### src/rtl/mem64_arbiter_if.sv
`default_nettype none
// ============================================================================
//  Module   : mem64_arbiter_if
//  Purpose  : Bundle of requester handshakes, response and memory pins shared
//             between the two bus masters, the arbiter and the data memory.
//  Revision : 1.0  initial release
// ============================================================================
interface mem64_arbiter_if #(
  parameter int ADDR_W = 64,
  parameter int DATA_W = 64
);
  // Requester side
  logic              req0_valid;
  logic              req0_wr;
  logic [ADDR_W-1:0] req0_addr;
  logic [DATA_W-1:0] req0_wdata;
  logic              req0_ready;
  logic              req1_valid;
  logic              req1_wr;
  logic [ADDR_W-1:0] req1_addr;
  logic [DATA_W-1:0] req1_wdata;
  logic              req1_ready;
  // Response side
  logic              rsp0_valid;
  logic              rsp1_valid;
  logic [DATA_W-1:0] rsp_rdata;
  // Memory side
  logic [ADDR_W-1:0] mem_addr;
  logic [DATA_W-1:0] mem_wdata;
  logic              mem_wr;
  logic [DATA_W-1:0] mem_rdata;
  // Status
  logic              busy;

  // Arbiter view
  modport slave (
    input  req0_valid, req0_wr, req0_addr, req0_wdata,
    input  req1_valid, req1_wr, req1_addr, req1_wdata,
    input  mem_rdata,
    output req0_ready, req1_ready, rsp0_valid, rsp1_valid, rsp_rdata,
    output mem_addr, mem_wdata, mem_wr, busy
  );

  // Requesters plus memory view
  modport master (
    output req0_valid, req0_wr, req0_addr, req0_wdata,
    output req1_valid, req1_wr, req1_addr, req1_wdata,
    output mem_rdata,
    input  req0_ready, req1_ready, rsp0_valid, rsp1_valid, rsp_rdata,
    input  mem_addr, mem_wdata, mem_wr, busy
  );
endinterface
`default_nettype wire

### src/rtl/mem64_arbiter.sv
`default_nettype none
// ============================================================================
//  Module   : mem64_arbiter
//  Purpose  : Two-port arbiter and single-transaction sequencer in front of
//             the shared 64-bit data memory. Port 0 has priority; port 1 is
//             forced through after MAX_WAIT consecutive losses.
//  Revision : 1.0  initial release
// ============================================================================
module mem64_arbiter #(
  parameter int ADDR_W   = 64,
  parameter int DATA_W   = 64,
  parameter int MEM_LAT  = 1,
  parameter int MAX_WAIT = 4
) (
  input  logic            clk_i,
  input  logic            rst_i,
  mem64_arbiter_if.slave  bus_io
);

  localparam int LAT_W    = (MEM_LAT > 1) ? $clog2(MEM_LAT) : 1;
  localparam int STARVE_W = $clog2(MAX_WAIT + 1);
  localparam logic [LAT_W-1:0]    LAT_LOAD   = LAT_W'(MEM_LAT - 1);
  localparam logic [STARVE_W-1:0] STARVE_MAX = STARVE_W'(MAX_WAIT);

  typedef enum logic [1:0] {
    S_IDLE    = 2'd0,
    S_ACCESS  = 2'd1,
    S_WAITLAT = 2'd2,
    S_DONE    = 2'd3
  } state_t;

  state_t              state_q,  state_d;
  logic                owner_q,  owner_d;
  logic                wr_q,     wr_d;
  logic [ADDR_W-1:0]   addr_q,   addr_d;
  logic [DATA_W-1:0]   wdata_q,  wdata_d;
  logic [LAT_W-1:0]    lat_q,    lat_d;
  logic [STARVE_W-1:0] starve_q, starve_d;
  logic [DATA_W-1:0]   rdata_q,  rdata_d;

  logic w_pick1;
  logic w_ready0, w_ready1;
  logic w_rsp0,   w_rsp1;

  // Port 1 wins when alone, or when it has lost MAX_WAIT arbitrations in a row
  assign w_pick1 = bus_io.req1_valid &&
                   (!bus_io.req0_valid || (starve_q == STARVE_MAX));

  // State and transaction latches; reset drops any in-flight access
  always_ff @(posedge clk_i or posedge rst_i) begin
    if (rst_i) begin
      state_q  <= S_IDLE;
      owner_q  <= 1'b0;
      wr_q     <= 1'b0;
      addr_q   <= '0;
      wdata_q  <= '0;
      lat_q    <= '0;
      starve_q <= '0;
      rdata_q  <= '0;
    end else begin
      state_q  <= state_d;
      owner_q  <= owner_d;
      wr_q     <= wr_d;
      addr_q   <= addr_d;
      wdata_q  <= wdata_d;
      lat_q    <= lat_d;
      starve_q <= starve_d;
      rdata_q  <= rdata_d;
    end
  end

  // Next-state, arbitration and per-state handshake outputs
  always_comb begin
    state_d  = state_q;
    owner_d  = owner_q;
    wr_d     = wr_q;
    addr_d   = addr_q;
    wdata_d  = wdata_q;
    lat_d    = lat_q;
    starve_d = starve_q;
    rdata_d  = rdata_q;
    w_ready0 = 1'b0;
    w_ready1 = 1'b0;
    w_rsp0   = 1'b0;
    w_rsp1   = 1'b0;

    case (state_q)
      S_IDLE: begin
        if (!bus_io.req1_valid) begin
          starve_d = '0;
        end
        if (bus_io.req0_valid || bus_io.req1_valid) begin
          state_d = S_ACCESS;
          owner_d = w_pick1;
          wr_d    = w_pick1 ? bus_io.req1_wr    : bus_io.req0_wr;
          addr_d  = w_pick1 ? bus_io.req1_addr  : bus_io.req0_addr;
          wdata_d = w_pick1 ? bus_io.req1_wdata : bus_io.req0_wdata;
          if (w_pick1) begin
            w_ready1 = 1'b1;
            starve_d = '0;
          end else begin
            w_ready0 = 1'b1;
            if (bus_io.req1_valid && (starve_q != STARVE_MAX)) begin
              starve_d = starve_q + 1'b1;
            end
          end
        end
      end
      S_ACCESS: begin
        if (wr_q) begin
          state_d = S_DONE;
        end else begin
          lat_d   = LAT_LOAD;
          state_d = S_WAITLAT;
        end
      end
      S_WAITLAT: begin
        if (lat_q == '0) begin
          rdata_d = bus_io.mem_rdata;
          state_d = S_DONE;
        end else begin
          lat_d = lat_q - 1'b1;
        end
      end
      S_DONE: begin
        w_rsp0  = !owner_q;
        w_rsp1  = owner_q;
        state_d = S_IDLE;
      end
      default: state_d = S_IDLE;
    endcase
  end

  // Ready is masked by reset so nothing is accepted while reset is held
  assign bus_io.req0_ready = w_ready0 & ~rst_i;
  assign bus_io.req1_ready = w_ready1 & ~rst_i;
  assign bus_io.rsp0_valid = w_rsp0;
  assign bus_io.rsp1_valid = w_rsp1;
  assign bus_io.rsp_rdata  = rdata_q;
  assign bus_io.mem_addr   = addr_q;
  assign bus_io.mem_wdata  = wdata_q;
  assign bus_io.mem_wr     = (state_q == S_ACCESS) && wr_q;
  assign bus_io.busy       = (state_q != S_IDLE);

endmodule
`default_nettype wire

### src/flat_wrapper.sv
// flat-port wrapper written by rule: the top's interface ports become plain ports
module mem64_arbiter_flat 
#(
  parameter int ADDR_W   = 64,
  parameter int DATA_W   = 64,
  parameter int MEM_LAT  = 1,
  parameter int MAX_WAIT = 4
)
  (clk_i, rst_i, bus_io_req0_valid, bus_io_req0_wr, bus_io_req0_addr, bus_io_req0_wdata, bus_io_req1_valid, bus_io_req1_wr, bus_io_req1_addr, bus_io_req1_wdata, bus_io_mem_rdata, bus_io_req0_ready, bus_io_req1_ready, bus_io_rsp0_valid, bus_io_rsp1_valid, bus_io_rsp_rdata, bus_io_mem_addr, bus_io_mem_wdata, bus_io_mem_wr, bus_io_busy);
  mem64_arbiter_if #(.ADDR_W(ADDR_W), .DATA_W(DATA_W)) bus_io_i ();
  input  logic clk_i;
  input  logic rst_i;
  input wire logic [$bits(bus_io_i.req0_valid)-1:0] bus_io_req0_valid;
  input wire logic [$bits(bus_io_i.req0_wr)-1:0] bus_io_req0_wr;
  input wire logic [$bits(bus_io_i.req0_addr)-1:0] bus_io_req0_addr;
  input wire logic [$bits(bus_io_i.req0_wdata)-1:0] bus_io_req0_wdata;
  input wire logic [$bits(bus_io_i.req1_valid)-1:0] bus_io_req1_valid;
  input wire logic [$bits(bus_io_i.req1_wr)-1:0] bus_io_req1_wr;
  input wire logic [$bits(bus_io_i.req1_addr)-1:0] bus_io_req1_addr;
  input wire logic [$bits(bus_io_i.req1_wdata)-1:0] bus_io_req1_wdata;
  input wire logic [$bits(bus_io_i.mem_rdata)-1:0] bus_io_mem_rdata;
  output wire logic [$bits(bus_io_i.req0_ready)-1:0] bus_io_req0_ready;
  output wire logic [$bits(bus_io_i.req1_ready)-1:0] bus_io_req1_ready;
  output wire logic [$bits(bus_io_i.rsp0_valid)-1:0] bus_io_rsp0_valid;
  output wire logic [$bits(bus_io_i.rsp1_valid)-1:0] bus_io_rsp1_valid;
  output wire logic [$bits(bus_io_i.rsp_rdata)-1:0] bus_io_rsp_rdata;
  output wire logic [$bits(bus_io_i.mem_addr)-1:0] bus_io_mem_addr;
  output wire logic [$bits(bus_io_i.mem_wdata)-1:0] bus_io_mem_wdata;
  output wire logic [$bits(bus_io_i.mem_wr)-1:0] bus_io_mem_wr;
  output wire logic [$bits(bus_io_i.busy)-1:0] bus_io_busy;
  assign bus_io_i.req0_valid = bus_io_req0_valid;
  assign bus_io_i.req0_wr = bus_io_req0_wr;
  assign bus_io_i.req0_addr = bus_io_req0_addr;
  assign bus_io_i.req0_wdata = bus_io_req0_wdata;
  assign bus_io_i.req1_valid = bus_io_req1_valid;
  assign bus_io_i.req1_wr = bus_io_req1_wr;
  assign bus_io_i.req1_addr = bus_io_req1_addr;
  assign bus_io_i.req1_wdata = bus_io_req1_wdata;
  assign bus_io_i.mem_rdata = bus_io_mem_rdata;
  assign bus_io_req0_ready = bus_io_i.req0_ready;
  assign bus_io_req1_ready = bus_io_i.req1_ready;
  assign bus_io_rsp0_valid = bus_io_i.rsp0_valid;
  assign bus_io_rsp1_valid = bus_io_i.rsp1_valid;
  assign bus_io_rsp_rdata = bus_io_i.rsp_rdata;
  assign bus_io_mem_addr = bus_io_i.mem_addr;
  assign bus_io_mem_wdata = bus_io_i.mem_wdata;
  assign bus_io_mem_wr = bus_io_i.mem_wr;
  assign bus_io_busy = bus_io_i.busy;
  mem64_arbiter #(.ADDR_W(ADDR_W), .DATA_W(DATA_W), .MEM_LAT(MEM_LAT), .MAX_WAIT(MAX_WAIT)) u_core (.clk_i(clk_i), .rst_i(rst_i), .bus_io(bus_io_i));
endmodule
### config.mk
export PLATFORM = sky130hd
export DESIGN_NAME = mem64_arbiter_flat
export DESIGN_NICKNAME = d
export VERILOG_FILES = /design/src/rtl/mem64_arbiter_if.sv /design/src/rtl/mem64_arbiter.sv /design/src/flat_wrapper.sv
export SDC_FILE = /design/constraint.sdc
export NUM_CORES = 1
export LEC_CHECK = 0
export CAP_MARGIN = 20
export CORE_AREA = 2 2 202 204
export CTS_CLUSTER_SIZE = 25
export DETAILED_ROUTE_END_ITERATION = 8
export DIE_AREA = 0 0 204 206
export SYNTH_ARGS = -nofsm -noshare
export SYNTH_HDL_FRONTEND = slang
export SYNTH_SLANG_ARGS = --single-unit
export TNS_END_PERCENT = 10
### constraint.sdc
create_clock -name clk_i -period 8.87 [get_ports clk_i]
set_clock_uncertainty 0.2 [all_clocks]
set_input_delay 0.887 -clock clk_i [delete_from_list [all_inputs] [get_ports clk_i]]
set_output_delay 0.887 -clock clk_i [all_outputs]
set_load 0.02 [all_outputs]
==> flow_metrics.tcl <==
set metrics [dict create \
    max_clock_freq_mhz 193 \
    irDropWorstVdd_mv 0.154 \
    crit_path_end_kind "output pin" \
    p_per_area_nw_per_um2 345 \
    crit_slowest_cell "a21bo_4" \
    cts_buffers 17 \
    cp.required_ns 7.78 \
    setup-tns-final_ns 0 \
    area_delta_synth_final_pct 64.1 \
    ys_warn_count 0 \
    yosysMostFrequentCell "nand2_1" \
    worstMarginPinSlew_ns 1.10 \
    slew_viol_final 0 \
    syn_nets 1246 \
    wire_per_inst_um 20.1 \
    cp_max_fo 71 \
    ys_seq_area_frac 0.515 \
    netlist_instances 913 \
    grt_pass1_vias 9273 \
    via_per_inst 4.75 \
    dieArea_sq_um 42000 \
    period_share 0.585 \
    clk_pin_slew_worst_paths_ns 0.07 \
    port-buffer-count 523 \
    hpwl_um 26700 \
    drt_pass1_iterations 7 \
    hold_path_class "reg -> reg" \
    routed_wl_um 38600 \
    grt_overflow 0 \
    cts_sinks 199 \
    postCtsHoldBufs 0 \
    synth.area.top_cells "dfrtp_1, o211ai_2, nand2_1, nand4_1, mux2_2" \
    avgSynthCellArea_sq_um 10.6 \
    ys_async_sr_fraction 1.00 \
    crit_type "in -> out" \
    ant_nets 0 \
    core_sq_um 40200 \
    leakagePower_nw 6.37 \
    ys_top_cells_by_count "nand2_1, dfrtp_1, nand4_1, o211ai_2, mux2_2" \
    drc 0 \
    die_y_um 206 \
    synth_edf_count 0 \
    path_depth 6 \
    status "complete, no violations" \
    final_nets 1704 \
    finalInstanceArea_sq_um 15900 \
    drive_gt1_frac 0.155 \
    start_util 0.241 \
    post_cts_resized 0 \
    dr.first_iter.drc_count 469 \
    drv_cap 0 \
    final_util 0.395 \
    ys_types 27 \
    worst_ep_arrival_time_ns 4.10 \
    grt_usage 0.177 \
    finalHoldViolCount 0 \
    hold_depth 2 \
    num_vias 9099 \
    combPwrFrac 0.547 \
    switching_share 0.412 \
    worstPathCellList "clkdlybuf4s50_1 > a21bo_4 > buf_4 > nand2_1 > nor3_1 > clkdlybuf4s50_1" \
    root_buffer "clkbuf_16" \
    h-tree-depth 4 \
    post_cts_buffers 0 \
    min_period_ns 5.19 \
    critPathMaxStageDelay_ns 0.79 \
    ys_ff_latch 199 \
    place_area_sq_um 15300 \
    crit_top_cell "clkdlybuf4s50_1" \
    clk_path_buf_depth 2 \
    yosysTopAreaCellShare 0.515 \
    rsz0062_at_grt "no" \
    p_sw_mw 2.26 \
    pin_count 524 \
    timing.hold.ws_ns 0.288 \
    die_w_um 204 \
    ys.flop_type "dfrtp_1" \
    clk_latency_ns 0.45 \
    finalSetupViolCount 0 \
    gp_congestion 0.807 \
    grt_max_degree 87 \
    startpoint_type "input pin" \
    critPathBufInv 3 \
    worstRegToRegCells 7 \
    seqPwrFrac 0.295 \
    critical-path-top-delay-family "buffers and inverters" \
    synth_top_area_cell "dfrtp_1" \
    cts_tree "yes" \
    rows 74 \
    pwr-share-clk 0.158 \
    slew-limit-headroom 0.264 \
    synth.cell_area_sq_um 9670 \
    grt_pass1_wl_um 56800 \
    antenna_found_initial 1 \
    internal-power_mw 3.22 \
]
[metrics by stage]
stage                     total power, mW  std cells  setup slack (ns)
after floorplan                      3.24        913              2.36
after global placement               4.62       1884              3.72
after detailed placement             4.67       1884              3.75
after CTS                            5.56       1916              3.72
after global routing                 5.80       1917              3.47
final                                5.48       1917              3.68
[worst paths after layout]
kind / from / slack, ns / endpoint
setup / recovery: bus_io_req0_valid / 3.68 / bus_io_req1_ready
hold / removal: u_core.bus_io.mem_addr[56] / 0.29 / u_core.bus_io.mem_addr[56]
setup reg to reg: u_core.state_q[0] / 4.55 / u_core.bus_io.mem_addr[22]
hold reg to reg: u_core.bus_io.mem_addr[56] / 0.29 / u_core.bus_io.mem_addr[56]
max in group asynchronous: rst_i / 6.25 / u_core.bus_io.rsp_rdata[33]
min in group asynchronous: rst_i / 0.82 / u_core.bus_io.mem_addr[22]
[tightest hold or removal path, cell delays in order (launching register included)]
cell      delay (ns)
dfrtp_1         0.34
nand2_1         0.06
o211ai_2        0.05
[cells by family (layout without fill, tap and decap cells)]
group           count (synthesis)  in the layout  share of synthesized area
simple gates                  400            400                      0.191
flops                         199            199                      0.515
compound gates                139            139                      0.159
buf+inv                       102            573                     0.0497
mux                            66             66                     0.0767
fa+ha+maj                       7              7                    0.00905
other cells                     0              1                          0
[area by class of cell]
cell class,count,area [sq um]
flip-flops and latches,199,4980
diodes,1,2.50
multi-input cells,612,4260
clock buffers,18,439
well taps,532,666
fillers,4002,24300
repair buffers,533,5310
inverters,8,37.5
clock inverters,14,185
[metal layers]
layer | track usage | routed length, um
met1 | 0.218 | 15900
met2 | 0.288 | 18300
met3 | 0.0550 | 3150
met4 | 0.0730 | 1310
met5 | 0 | 0
[power by group through the flow]
stage	combinational, mW	clock, mW	sequential (mW)
after floorplan	1.10	0	2.14
after global placement	3.01	0	1.62
after detailed placement	3.04	0	1.63
after CTS	3.04	0.898	1.62
after global routing	3.20	0.934	1.67
final	3.00	0.865	1.62
[placed cells by master, fill, tap and decap left out, drive strengths merged]
cell type | synthesis | final
ha | 7 | 7
nor2 | 1 | 1
clkinvlp | 0 | 1
o22ai | 1 | 1
nand2 | 261 | 261
o31ai | 2 | 2
a21boi | 1 | 1
dfrtp | 199 | 199
o21a | 1 | 1
mux2i | 1 | 1
and2 | 3 | 3
buf | 41 | 11
clkbuf | 53 | 18
o21ai | 3 | 3
diode | 0 | 1
a31oi | 1 | 1
clkinv | 0 | 4
nor2b | 1 | 1
nor3 | 2 | 2
o211ai | 129 | 129
bufinv | 0 | 3
mux2 | 65 | 65
nor3b | 1 | 1
nand3 | 1 | 1
inv | 8 | 14
clkdlybuf4s50 | 0 | 522
a21bo | 1 | 1
nand4 | 130 | 130
[sequential cells by signal, summed over array words and instances, names as in the netlist]
signal and flops:
u_core.bus_io.mem_addr 64, u_core.bus_io.mem_wdata 64, u_core.bus_io.rsp_rdata 64, u_core.owner_q 1, u_core.starve_q 3, u_core.state_q 2, u_core.wr_q 1
No activity file was read; power rests on OpenSTA's default activity.
